**src/rtl/cmp_pkg.sv**
```systemverilog
// Shared types and defaults for the max-scan sequencer and its comparator.
package cmp_pkg;
    localparam int N_DEF  = 8;
    localparam int W_DEF  = 4;
    localparam int IW_DEF = 3;

    typedef enum logic [1:0] {
        IDLE = 2'd0,
        SCAN = 2'd1,
        DONE = 2'd2
    } state_t;

    // One-hot so a single bit test selects the update path.
    typedef enum logic [2:0] {
        LT = 3'b001,
        EQ = 3'b010,
        GT = 3'b100
    } cmp_res_t;
endpackage

```
**src/rtl/cmp_max_scan_if.sv**
```systemverilog
// Host-side bundle for cmp_max_scan: entry-file writes, scan start, and scan results.
interface cmp_max_scan_if
    import cmp_pkg::*;
#(
    parameter int N  = N_DEF,
    parameter int W  = W_DEF,
    parameter int IW = IW_DEF
);
    logic          wr_en;
    logic [IW-1:0] wr_addr;
    logic [W-1:0]  wr_data;
    logic          start;
    logic          busy;
    logic          done;
    logic [W-1:0]  max_val;
    logic [IW-1:0] max_idx;
    logic [IW:0]   tie_cnt;

    modport master (
        output wr_en, wr_addr, wr_data, start,
        input  busy, done, max_val, max_idx, tie_cnt
    );

    modport slave (
        input  wr_en, wr_addr, wr_data, start,
        output busy, done, max_val, max_idx, tie_cnt
    );
endinterface

```
**src/rtl/cmp_unit.sv**
```systemverilog
// Combinational W-bit unsigned magnitude compare of i_a against i_b, one-hot LT/EQ/GT result.
module cmp_unit
    import cmp_pkg::*;
#(
    parameter int W = W_DEF
) (
    input  logic [W-1:0] i_a,
    input  logic [W-1:0] i_b,
    output cmp_res_t     o_res
);
    always_comb begin
        o_res = EQ;
        if (i_a > i_b)      o_res = GT;
        else if (i_a < i_b) o_res = LT;
    end
endmodule

```
**src/rtl/cmp_max_scan.sv**
```systemverilog
// Scans an N-entry register file for max value, first index and tie count, one compare per cycle.
// Start edge to done pulse is N-1 cycles; writes and starts are ignored while not idle.
module cmp_max_scan
    import cmp_pkg::*;
#(
    parameter int N  = N_DEF,
    parameter int W  = W_DEF,
    parameter int IW = IW_DEF
) (
    input  logic          CLK,
    input  logic          nRST,
    cmp_max_scan_if.slave bus
);
    localparam logic [IW:0]   NUM_ENTRIES = (IW+1)'(N);
    localparam logic [IW-1:0] LAST_IDX    = IW'(N - 1);

    state_t        r_state;
    state_t        w_next;
    logic [W-1:0]  r_entry [N];
    logic [IW-1:0] r_ptr;
    logic [W-1:0]  r_max_val;
    logic [IW-1:0] r_max_idx;
    logic [IW:0]   r_tie_cnt;

    logic          w_busy;
    logic          w_done;
    logic          w_last;
    logic          w_wr_ok;
    logic [W-1:0]  w_cur;
    cmp_res_t      w_res;

    assign w_cur   = r_entry[r_ptr];
    assign w_last  = (r_ptr == LAST_IDX);
    // Out-of-range addresses only exist for non-power-of-2 N; they are dropped.
    assign w_wr_ok = bus.wr_en && ({1'b0, bus.wr_addr} < NUM_ENTRIES);

    cmp_unit #(.W(W)) u_cmp (
        .i_a   (w_cur),
        .i_b   (r_max_val),
        .o_res (w_res)
    );

    always_ff @(posedge CLK or negedge nRST) begin
        if (!nRST) r_state <= IDLE;
        else       r_state <= w_next;
    end

    always_comb begin
        w_next = r_state;
        case (r_state)
            IDLE:    if (bus.start) w_next = SCAN;
            SCAN:    if (w_last)    w_next = DONE;
            DONE:    w_next = IDLE;
            default: w_next = IDLE;
        endcase
    end

    always_comb begin
        w_busy = 1'b0;
        w_done = 1'b0;
        case (r_state)
            SCAN:    w_busy = 1'b1;
            DONE:    w_done = 1'b1;
            default: ;
        endcase
    end

    always_ff @(posedge CLK or negedge nRST) begin
        if (!nRST) begin
            for (int i = 0; i < N; i++) r_entry[i] <= '0;
            r_ptr     <= '0;
            r_max_val <= '0;
            r_max_idx <= '0;
            r_tie_cnt <= '0;
        end else begin
            case (r_state)
                IDLE: begin
                    // Start takes priority; a same-edge write is dropped.
                    if (bus.start) begin
                        r_max_val <= r_entry[0];
                        r_max_idx <= '0;
                        r_tie_cnt <= (IW+1)'(1);
                        r_ptr     <= IW'(1);
                    end else if (w_wr_ok) begin
                        r_entry[bus.wr_addr] <= bus.wr_data;
                    end
                end
                SCAN: begin
                    if (w_res == GT) begin
                        r_max_val <= w_cur;
                        r_max_idx <= r_ptr;
                        r_tie_cnt <= (IW+1)'(1);
                    end else if (w_res == EQ) begin
                        r_tie_cnt <= r_tie_cnt + (IW+1)'(1);
                    end
                    if (!w_last) r_ptr <= r_ptr + IW'(1);
                end
                default: ;
            endcase
        end
    end

    assign bus.busy    = w_busy;
    assign bus.done    = w_done;
    assign bus.max_val = r_max_val;
    assign bus.max_idx = r_max_idx;
    assign bus.tie_cnt = r_tie_cnt;
endmodule

```
**src/flat_wrapper.sv**
```systemverilog
// flat-port wrapper written by rule: the top's interface ports become plain ports
module cmp_max_scan_flat import cmp_pkg::*;
#(
    parameter int N  = N_DEF,
    parameter int W  = W_DEF,
    parameter int IW = IW_DEF
)
  (CLK, nRST, bus_wr_en, bus_wr_addr, bus_wr_data, bus_start, bus_busy, bus_done, bus_max_val, bus_max_idx, bus_tie_cnt);
  cmp_max_scan_if #(.N(N), .W(W), .IW(IW)) bus_i ();
  input  logic CLK;
  input  logic nRST;
  input wire logic [$bits(bus_i.wr_en)-1:0] bus_wr_en;
  input wire logic [$bits(bus_i.wr_addr)-1:0] bus_wr_addr;
  input wire logic [$bits(bus_i.wr_data)-1:0] bus_wr_data;
  input wire logic [$bits(bus_i.start)-1:0] bus_start;
  output wire logic [$bits(bus_i.busy)-1:0] bus_busy;
  output wire logic [$bits(bus_i.done)-1:0] bus_done;
  output wire logic [$bits(bus_i.max_val)-1:0] bus_max_val;
  output wire logic [$bits(bus_i.max_idx)-1:0] bus_max_idx;
  output wire logic [$bits(bus_i.tie_cnt)-1:0] bus_tie_cnt;
  assign bus_i.wr_en = bus_wr_en;
  assign bus_i.wr_addr = bus_wr_addr;
  assign bus_i.wr_data = bus_wr_data;
  assign bus_i.start = bus_start;
  assign bus_busy = bus_i.busy;
  assign bus_done = bus_i.done;
  assign bus_max_val = bus_i.max_val;
  assign bus_max_idx = bus_i.max_idx;
  assign bus_tie_cnt = bus_i.tie_cnt;
  cmp_max_scan #(.N(N), .W(W), .IW(IW)) u_core (.CLK(CLK), .nRST(nRST), .bus(bus_i));
endmodule
```
**config.mk**
```make
export PLATFORM = sky130hd
export DESIGN_NAME = cmp_max_scan_flat
export DESIGN_NICKNAME = d
export VERILOG_FILES = /design/src/rtl/cmp_pkg.sv /design/src/rtl/cmp_max_scan_if.sv /design/src/rtl/cmp_unit.sv /design/src/rtl/cmp_max_scan.sv /design/src/flat_wrapper.sv
export SDC_FILE = /design/constraint.sdc
export NUM_CORES = 1
export LEC_CHECK = 0
export CAP_MARGIN = 20
export CORE_MARGIN = 2
export CORE_UTILIZATION = 55
export CTS_CLUSTER_SIZE = 25
export DETAILED_ROUTE_END_ITERATION = 10
export PLACE_DENSITY = 0.77
export REMOVE_ABC_BUFFERS = 1
export SKIP_CTS_REPAIR_TIMING = 1
export SLEW_MARGIN = 0
export SYNTH_ARGS = -nofsm -noshare
export SYNTH_HDL_FRONTEND = slang
export SYNTH_SLANG_ARGS = --single-unit
```
**constraint.sdc**
```tcl
create_clock -name CLK -period 3.3 [get_ports CLK]
set_input_delay 0.99 -clock CLK [delete_from_list [all_inputs] [get_ports CLK]]
set_output_delay 0.99 -clock CLK [all_outputs]
set_load 0.03 [all_outputs]
```
### After elaboration in Yosys (flattened, before gate mapping)

Index checks and enable logic that the tools add are counted.

| storage, ports and cells | value |
|---|---|
| register bits after elaboration | 48 |
| word-level logic and storage cells | 67 |

| operators by class | value |
|---|---|
| $add $sub $neg | 2 |
| order comparisons | 5 |
| eq/ne operators | 10 |
| mux-type cells | 26 |
| bitwise operators | 3 |
| reduce and logical (&&, ||, !) cells | 8 |

Operators with widths:

| kind | number |
|---|---|
| $bwmux W32 | 1 |
| $mux W4 | 8 |
| $pmux W4 S2 | 2 |
| $mux W3 | 5 |
| $bmux W4 S3 | 1 |
| $demux W4 S3 | 1 |
| $pmux W3 S2 | 2 |
| $reduce_and A3 Y1 | 4 |
| $ge A4 B4 Y1 const B | 2 |
| $not A3 Y4 | 2 |
| $eq A3 B3 Y1 const B | 2 |
| $mux W2 | 3 |
| $add A4 B1 Y4 const B | 1 |
| $gt A4 B4 Y1 | 1 |
| $lt A4 B1 Y1 const B | 1 |
| $lt A4 B4 Y1 | 1 |
| $ne A2 B1 Y1 const B | 2 |
| $ne A2 B2 Y1 const B | 2 |
| $pmux W2 S2 | 1 |
| $add A3 B1 Y3 const B | 1 |
| $eq A3 B2 Y1 const B | 1 |
| $ne A3 B1 Y1 const B | 1 |
| $eq A2 B1 Y1 const B | 1 |
| $eq A2 B2 Y1 const B | 1 |
| 6 further kinds | 7 |

### Longest topological paths before layout

Gate-level depths: netlist (run 1).

| logic depth | value |
|---|---|
| word-level depth | 11 |
| depth in mapped cells | 8 |
| gate-level depth less buffers | 7 |

### By module

Synthesis (run 1) repeated with hierarchy kept, for this count alone.

| unflattened totals | value |
|---|---|
| cells, all modules | 178 |
| area total of the unflattened synthesis | 2528.7 µm² |

By module, submodules not included:

| module | instances | cells each | area an instance (µm²) |
|---|---|---|---|
| cmp_max_scan | 1 | 162 | 2402.3 |
| cmp_unit | 1 | 16 | 126.4 |

### Least setup slack after synthesis (run 1)

OpenSTA, ideal clock, no wires.

| path | value |
|---|---|
| path type | flip-flop to flip-flop |
| start point | register u_core.r_ptr[0] |
| end point | register u_core.r_max_val[0] (netlist: u_core.bus.max_val[0]) |
| library setup time | 0.125 ns |
| data arrival time | 2.785 ns |
| data required time | 3.175 ns |
| path slack | 0.390 ns |
| stages on the path, launching flop included | 9 |
| clock period less this slack | 2.910 ns |
| cells stage by stage | dfrtp_1 > buf_6 > mux4_1 > mux2_2 > ha_1 > and4_1 > a21o_1 > a311oi_4 > mux2_4 |

| between the ends | value |
|---|---|
| longest elaborated chain between the ends | 10 |

RTL lines:

| item | line | RTL |
|---|---|---|
| start: declaration | cmp_max_scan.sv:20 | `logic [IW-1:0] r_ptr;` |
| start signal: assignment | cmp_max_scan.sv:96 | `if (!w_last) r_ptr <= r_ptr + IW'(1);` |
| $not A3 Y4 (implied by the code) * | cmp_max_scan.sv:32 | `assign w_cur = r_entry[r_ptr];` |
| $bmux W4 S3 * | cmp_max_scan.sv:32 |  |
| $mux W4 (implied by the code) * (2 in a row) | cmp_max_scan.sv:32 |  |
| $lt A4 B4 Y1 | cmp_unit.sv:14 | `else if (i_a < i_b) o_res = LT;` |
| $mux W2 | cmp_unit.sv:14 |  |
| $mux W3 | cmp_unit.sv:13 | `if (i_a > i_b) o_res = GT;` |
| $eq A3 B3 Y1 | cmp_max_scan.sv:89 | `if (w_res == GT) begin` |
| $ne A2 B1 Y1 (no line) | - |  |
| $reduce_and A3 Y1 (no line) | - |  |
| end signal: assignment | cmp_max_scan.sv:80 | `r_max_val <= r_entry[0];` |
| end signal: assignment | cmp_max_scan.sv:90 | `r_max_val <= w_cur;` |
| end: declaration | cmp_max_scan.sv:21 | `logic [W-1:0] r_max_val;` |

Mark *: on every way between the ends. The rest lies on a longest branch, timed or not. The select of a mux whose other input is x is not followed.
A chain may end at the register's enable or synchronous reset.

### Worst setup path after layout (run 1)

| path | value |
|---|---|
| start point | register u_core.r_ptr[0] |
| end point | register u_core.r_max_idx[2] (netlist: u_core.bus.max_idx[2]) |

| between the ends | value |
|---|---|
| longest elaborated chain between the ends | 10 |

RTL lines:

| item | line | RTL |
|---|---|---|
| $not A3 Y4 (implied by the code) * | cmp_max_scan.sv:32 |  |
| $bmux W4 S3 * | cmp_max_scan.sv:32 |  |
| $mux W4 (implied by the code) * (2 in a row) | cmp_max_scan.sv:32 |  |
| $lt A4 B4 Y1 | cmp_unit.sv:14 |  |
| $mux W2 | cmp_unit.sv:14 |  |
| $mux W3 * | cmp_unit.sv:13 |  |
| $eq A3 B3 Y1 * | cmp_max_scan.sv:89 |  |
| $ne A2 B1 Y1 (no line) * | - |  |
| $reduce_and A3 Y1 (no line) * | - |  |
| end signal: assignment | cmp_max_scan.sv:91 | `r_max_idx <= r_ptr;` |
| end: declaration | cmp_max_scan.sv:22 | `logic [IW-1:0] r_max_idx;` |

Marked as above.

==> results.md, run 1 <==
Logic synthesis:
- In the synthesized netlist the async set-or-reset flop fraction comes to 1.00.
- The number of warnings issued by yosys is 0.
- The area fraction in and, or, nand and nor cells after synthesis is 0.0841.
- The most instantiated flip-flop cell in the synthesis netlist is dfrtp_1.
- The dominant cell type by area after synthesis is dfrtp_1.
- The post-synthesis instance total is between 150 and 200.
- The xor and xnor area share after synthesis is 0.00359.
- The multiplexer share of the synthesized area is 0.309.
- The synthesized netlist occupies a cell area of 0.00244 mm2.
- The share of the synthesized area in compound gates (AO/OA/AOI/OAI) came to 0.0507.
- Of the total synthesized cell area, the portion taken by full adders, half adders and majority gates is 0.0359.
- The sequential-to-total area share from yosys stat is 0.492.
- By area, the combinational part of the netlist is dominated by multiplexers.
- The synthesized flop and latch total is 48.
- The per-instance average area after synthesis is 14.6 um2.
- In this run, synthesis inferred 0 flip-flops with an integrated enable.
- The share of the synthesized area in the top cell type is 0.492.
- The number of distinct library cell variants in the gate-level netlist after synthesis is 37.
- By area the synthesized netlist is led by dfrtp_1 49%, mux2_2 17%, mux4_1 8.6%.

Worst hold path:
- The startpoint of the lowest-slack hold path is u_core.r_entry[24]$_DFFE_PN0P_.
- The path with the worst hold slack has its endpoint at u_core.r_entry[24]$_DFFE_PN0P_.
- Along the worst hold path, the cell count comes to 1.
- In this run the worst hold path is classified as flop to flop.

Route:
- The total length of routed wires is 4.42 mm.
- The number of search-and-repair iterations in the first detailed-routing pass is 4.
- For this run, design rule violations remaining after detail routing come to 0.
- The count of nets left with antenna violations after detail routing is 0.
- In the final routed layout, each cell accounts on average for about 18 um.
- Detailed routing inserted a total of around 1500 vias.
- After the first detailed-routing iteration, the DRC count stood at 73.
- Dividing the detail-routed via count by the number of cells gives 5.88.

Setup path:
- The worst setup slack for register-to-register paths is 0.24 ns.
- The maximum net fanout on the critical path is 11.
- The kind of end point of the critical path is a flop.
- The critical path goes through mux4_1, mux2_2, ha_1, and4_1, a21o_1, a311oi_4, buf_4, mux2i_1.
- The delay of the slowest critical-path stage is approximately 0.61 ns.
- The number of cells on the worst reg-to-reg path is 8.
- Data arrives at the worst endpoint at around 3.3 ns.
- The category of the critical setup timing path is flop to flop.
- On the critical path, the stage with the largest delay is an instance of mux4_1.
- In this run the critical register-to-register path is launched from u_core.r_ptr[0]$_DFFE_PN0P_.
- The endpoint of the most critical register-to-register path is u_core.bus.max_idx[2]$_DFFE_PN0P_.
- The worst setup path is launched from a flop.
- STA puts the critical path data required time at about 3.5 ns.

Floorplan:
- 24 I/O pins were placed.
- The die covers 0.00499 mm2.
- The initial utilization of the core area, before any placement, comes to 0.565.
- The initialized floorplan defines 24 standard-cell rows.
- The floorplan die height is just over 70 um.
- The horizontal extent of the die is just over 70 um.
- The total core area is 0.00432 mm2.

Timing:
- The final worst clock skew is roughly 0.0043 ns.
- Setup slack on the critical path of the routed design comes to between 0.2 and 0.25 ns.
- Static timing analysis puts the maximum clock frequency at 0.327 GHz.
- For the pin with the worst max-slew slack, the measured transition is about 0.59 ns.
- Subtracting the final worst setup slack from the clock period gives around 3.1 ns.
- The final hold violation count came to 0.
- The number of pins exceeding their max-slew limit in the final report is 0.
- The number of endpoints failing setup at the final stage is 0.
- The final hold slack is 0.507 ns.
- The total negative setup slack is 0 ns.
- Setup repair after global routing left no endpoint under its margin.
- In this run the tightest slew margin relative to its limit is 0.606.
- The part of the cycle the worst path needs is 0.926.

Clock tree:
- The cell sitting at the root of the clock tree is a clkbuf_8.
- Counting the buffers created by CTS gives 5.
- The clock transition at the registers of the reported paths is approximately 0.080 ns.
- The later-pin clock latency in the skew report is around 0.30 ns.
- TritonCTS built the clock tree.
- CTS saw 48 sinks.
- The worst-case clock buffer depth is 2.
- The number of levels the H-tree was split into is 2.

Place:
- The pre-CTS setup slack is 0.110 ns.
- The estimated wirelength of the detail-placed design is about 3.3 mm.
- The count of buffers added on input and output ports is 23.
- After detailed placement, the total cell area comes to 0.00273 mm2.
- The placer congestion estimate is about 0.80.

Global route:
- The first global-routing pass estimated 7.36 mm of wire.
- Entering global routing, the biggest net connects between 40 and 50 pins.
- The number of global-route vias before repair was between 1500 and 2000.
- In the global route stage, overall resource usage came out at 0.193.
- The number of antenna violations at the first check in global routing came to 0.
- The total congestion overflow after global routing is 0.

Cells and area:
- Summing all non-filler instances in the final layout gives an area of approximately 0.0029 mm2.
- After filler insertion, the fill cell instance count of the layout stands at between 300 and 400.
- At the end of the flow, the number of nets in the layout was approximately 220.
- The repair_antennas step left the layout with diodes totalling 0.
- Relative to the synthesized area, the layout overhead comes to 16.8%.
- Of the cells placed in the final design, the portion with a size suffix greater than 1 is 0.305.

Power and ir drop:
- The leakage power is approximately 1.3 nW.
- Power spread over the standard cell area amounts to 939 mW/mm2.
- IR analysis of the VDD net gives a maximum drop of around 0.00037 V.
- The total chip power is ~2.7 mW.

Status:
- The run finished with clean final reports.

Flow run:
- The count of max-cap constraint violations is 0.
==> flip-flops by register name, summed over array words and instances, names as in the netlist <==
| signal | cells |
|---|---|
| u_core.r_entry | 32 |
| u_core.bus.max_val | 4 |
| u_core.bus.tie_cnt | 4 |
| u_core.bus.max_idx | 3 |
| u_core.r_ptr | 3 |
| u_core.r_state | 2 |
==> power breakdown <==
part | leakage, nW | internal [mW] | switching (mW)
registers | 0.631 | 0.799 | 0.179
clock network | 0.0503 | 0.187 | 0.184
logic | 0.664 | 0.719 | 0.608
==> stage by stage <==
stage           util  std cells
2_1_floorplan      -        163
3_3_place_gp   0.630        241
3_5_place_dp   0.630        241
4_1_cts        0.653        248
5_1_grt        0.659        249
6_report       0.659        249
==> cell usage after synthesis (all sizes together) (2+ instances only) <==
library cell,count
mux2i,11
mux2,37
dfrtp,48
a21oi,3
nor2,4
nor2b,3
nand3,4
buf,3
nor3b,2
nand2,6
mux4,8
a22o,2
inv,9
nand3b,2
ha,7
and2,2
o21ai,2
==> cell type report <==
class,count,area (um2),area share
clock buffers,7,96.3,0.0338
inverters,9,33.8,0.0118
multi-input cells,106,1180,0.413
flip-flops and latches,48,1200,0.422
well taps,52,65.1,0.0228
repair buffers,27,275,0.0965
==> worst max-delay path: cells and delay by family (launching register included) <==
| family | cells | cell delay [ns] |
|---|---|---|
| mux | 3 | 1.09 |
| flops | 1 | 0.53 |
| compound gates | 2 | 0.64 |
| simple gates | 1 | 0.18 |
| fa+ha+maj | 1 | 0.31 |
| buf+inv | 1 | 0.21 |
==> how the worst max path moves through the flow <==
stage / from / to / slack, ns
floorplan: u_core.r_ptr[0]$_DFFE_PN0P_ / u_core.bus.max_val[0]$_DFFE_PN0P_ / 0.29
global placement: u_core.r_ptr[0]$_DFFE_PN0P_ / u_core.bus.max_val[0]$_DFFE_PN0P_ / 0.25
detailed placement: u_core.r_ptr[0]$_DFFE_PN0P_ / u_core.bus.max_idx[2]$_DFFE_PN0P_ / 0.11
CTS: u_core.r_ptr[0]$_DFFE_PN0P_ / u_core.bus.max_idx[2]$_DFFE_PN0P_ / 0.1
global route: u_core.r_ptr[0]$_DFFE_PN0P_ / u_core.bus.max_idx[0]$_DFFE_PN0P_ / 0.15
finish: u_core.r_ptr[0]$_DFFE_PN0P_ / u_core.bus.max_idx[2]$_DFFE_PN0P_ / 0.24
==> placed cells by master (no fill, tap or decap), drive strengths merged, types with 3 or more instances in the layout <==
master | netlist | routed
nor2 | 4 | 4
mux4 | 8 | 8
nand3 | 4 | 4
nor2b | 3 | 3
nand2 | 6 | 6
a21oi | 3 | 3
ha | 7 | 7
dfrtp | 48 | 48
mux2 | 37 | 37
mux2i | 11 | 11
buf | 3 | 5
clkdlybuf4s50 | 0 | 22
inv | 9 | 9
clkbuf | 1 | 7
==> routing by layer <==
| layer | vias up | part of all wire | GRT usage |
|---|---|---|---|
| met5 | - | 0 | 0 |
| met2 | 35 | 0.48 | 0.314 |
| met1 | 736 | 0.46 | 0.260 |
| li1 | 687 | - | - |
| met3 | 7 | 0.038 | 0.0427 |
| met4 | 0 | 0.018 | 0.0650 |
==> kinds of logic (layout without fill, tap and decap cells) <==
family	after synthesis	count (layout)
AOI/OAI and AO/OA	14	14
xor gates and xnor gates	1	1
adders and majority gates	7	7
buffers and inverters	13	43
DFF	48	48
muxes	56	56
and+or+nand+nor	28	28
No activity file was read; power rests on OpenSTA's default activity.
==> run 2: changes to the inputs <==
CORE_MARGIN = default   (was 2)
==> run 2 against run 1 <==
Final area down 0.61%. Sequential share of layout area increased by 0.22 points. Non-clock buffer count unchanged. Clock power fell by 4%. Critical path depth did not move. Hold slack worse by 0.0028 ns. First-iteration DRC count down 22%. Utilization rose by 2.4 points. Maximum frequency shrank 1.4%. Flip-flop and latch count unchanged.
==> results.md, run 2 (synthesized netlist as in run 1, its figures left out) <==
Global route:
- The number of antenna violations at the first check in global routing is 0.
- Entering global routing, the biggest net connects about 50 pins.
- The number of global-route vias before repair is roughly 1400.
- The total track usage is 0.210.
- Global routing finished with a remaining overflow of 0.
- The first global-routing pass estimated roughly 7 mm of wire.

Timing:
- In this run the tightest slew margin relative to its limit is 0.668.
- The post-layout minimum cycle time is 3.10 ns.
- The maximum operating frequency is approximately 0.32 GHz.
- In the finished design, the share of the clock period the worst path needs comes to 0.939.
- Setup repair after global routing left no endpoint under its margin.
- The actual transition at the worst max-transition pin is between 0.4 and 0.5 ns.
- Setup violations remaining at the end of the flow were counted as 0.
- The final worst clock skew is about 0.007 ns.
- The final hold violation count is 0.
- The number of pins exceeding their max-slew limit in the final report came to 0.
- The total negative setup slack is 0 ns.

Place:
- The number of port buffers is 23.
- Once detailed placement completed, the half-perimeter wirelength came to 3.19 mm.
- The placer congestion estimate is 0.777.

Floorplan:
- The floorplan die height is just under 70 um.
- The die covers 0.00471 mm2.
- The horizontal extent of the die is 68.6 um.
- The initial core utilization is 0.589.
- The count of standard-cell rows is 23.
- The total core area is a little over 0.004 mm2.
- The number of primary I/O pins is 24.

Clock tree:
- The clock sink count is 48.
- TritonCTS built the clock tree.
- Buffers inserted during clock tree synthesis total 5.
- No sink is reached through more buffers than the 2 on the longest clock path.
- Clock latency on the worst-skew pair, taken at its later pin, is 0.30 ns.
- The clock transition at the registers of the reported paths is approximately 0.080 ns.
- The root buffer cell chosen for the clock tree is clkbuf_8.
- The number of levels the H-tree was split into is 2.

Cells and area:
- The filler cell count in the final layout is between 200 and 300.
- The area growth from synthesis to layout is 16.1%.
- Across the whole layout, storage elements account for about 0.0012 mm2.
- The register with the most flip-flops in the layout has 32 of them.
- The area of the multi-input gates is approximately 0.0012 mm2.
- For this run, the post-layout net count is approximately 220.
- u_core.r_entry holds more flip-flops than any other register.
- 0 antenna diodes ended up in the layout.
- In the layout the commonest cells are 48 x dfrtp_1, 36 x mux2_2, 22 x clkdlybuf4s50_1, 10 x mux2i_1, 9 x inv_1.
- The commonest non-fill, non-tap cell in the layout is dfrtp_1.
- In the final layout, the share of cells above drive strength 1 is 0.293.

Route:
- The overall via count from detail_route is about 1400.
- In the routed layout, each cell is associated on average with a via count of just under 6.
- The count of nets left with antenna violations once routing finished came out at 0.
- After detailed routing, the met3 layer carries ~110 um of wire.
- The routed length per placed instance is around 17 um.
- The detailed router's first-iteration violation count is between 50 and 60.
- In the final routing, the length of wire on met1 measures roughly 2.0 mm.
- The detailed router used layers up to and including met4.
- The total length of routed wires is 4.31 mm.
- The remaining design rule violation count is 0.
- Detailed routing placed a total of about 2.2 mm of wire on met2.
- The first TritonRoute pass finished after 4 iterations.

Worst hold path:
- In this run the worst hold path is classified as flop to flop.

Setup path:
- Traced cell by cell, the critical path runs through mux4_1, mux2_2, ha_1, and4_1, a21o_1, a311oi_4, buf_4, mux2i_1.
- STA classifies the critical path endpoint as a flop.
- Data on the critical path arrives at its endpoint at around 3.3 ns.
- The category of cells accounting for the largest share of critical-path delay is multiplexers.
- The worst setup path is of the flop to flop kind.
- The maximum net fanout on the critical path is 11.
- The element type at the critical path start is a flop.
- For this run, the slowest stage of the critical path takes 0.66 ns.
- The cell with the largest stage delay on the worst path is dfrtp_1.
- For the worst setup path, the data required time is 3.52 ns.
- Together, buffers and inverters on the worst path number 1.

Flow run:
- The tool flagged a number of max-cap violations equal to 0.

Power and ir drop:
- For this design the static power due to leakage is 1.34 nW.
- The design draws ~2.7 mW.
- The power per unit of standard cell area is about 940 mW/mm2.
- IR analysis of the VDD net gives a maximum drop of 0.000310 V.

Status:
- The run finished with clean final reports.
[run 2: cell count changes in the layout (fill, tap and decap cells not counted), sizes merged]
cell / change
clkbuf: +1
[run 2: report_power, final]
group | total, mW | switching [mW] | internal (mW)
sequential | 0.974 | 0.176 | 0.797
clock | 0.357 | 0.186 | 0.171
combinational | 1.32 | 0.606 | 0.716
total | 2.65 | 0.968 | 1.68
[run 2: worst paths after layout]
| check | start | end | slack, ns | depth (start not counted) |
|---|---|---|---|---|
| min in group asynchronous | nRST | u_core.bus.max_idx[1]$_DFFE_PN0P_ | 0.60 | 1 |
| hold / removal | u_core.r_entry[8]$_DFFE_PN0P_ | u_core.r_entry[8]$_DFFE_PN0P_ | 0.50 | 1 |
| setup reg to reg | u_core.r_ptr[0]$_DFFE_PN0P_ | u_core.bus.max_idx[1]$_DFFE_PN0P_ | 0.20 | 8 |
| hold reg to reg | u_core.r_entry[8]$_DFFE_PN0P_ | u_core.r_entry[8]$_DFFE_PN0P_ | 0.50 | 1 |
| setup / recovery | u_core.r_ptr[0]$_DFFE_PN0P_ | u_core.bus.max_idx[1]$_DFFE_PN0P_ | 0.20 | 8 |
| max in group asynchronous | nRST | u_core.r_entry[5]$_DFFE_PN0P_ | 2.20 | 2 |
[run 2: layer usage]
metal,GRT usage,vias up
li1,-,682
met1,0.258,730
met2,0.358,21
met3,0.0543,7
met4,0.0703,0
met5,0,-
[run 2: final cells by class]
cell class              count  share of cell area
clock buffers               8              0.0318
inverters                   9              0.0119
multi-input cells         106               0.416
flip-flops and latches     48               0.424
well taps                  50              0.0221
repair buffers             27              0.0945
[run 2: through the flow]
stage                     area [um2]  hold slack [ns]  setup WS [ns]  utilization  cells
after global placement          2720            0.481          0.242        0.657    239
after floorplan                 2410            0.470          0.289            -    163
after detailed placement        2720            0.488          0.226        0.657    239
after global routing            2830            0.527         0.0283        0.684    248
after CTS                       2810            0.507          0.210        0.679    247
final                           2830            0.504          0.201        0.684    248
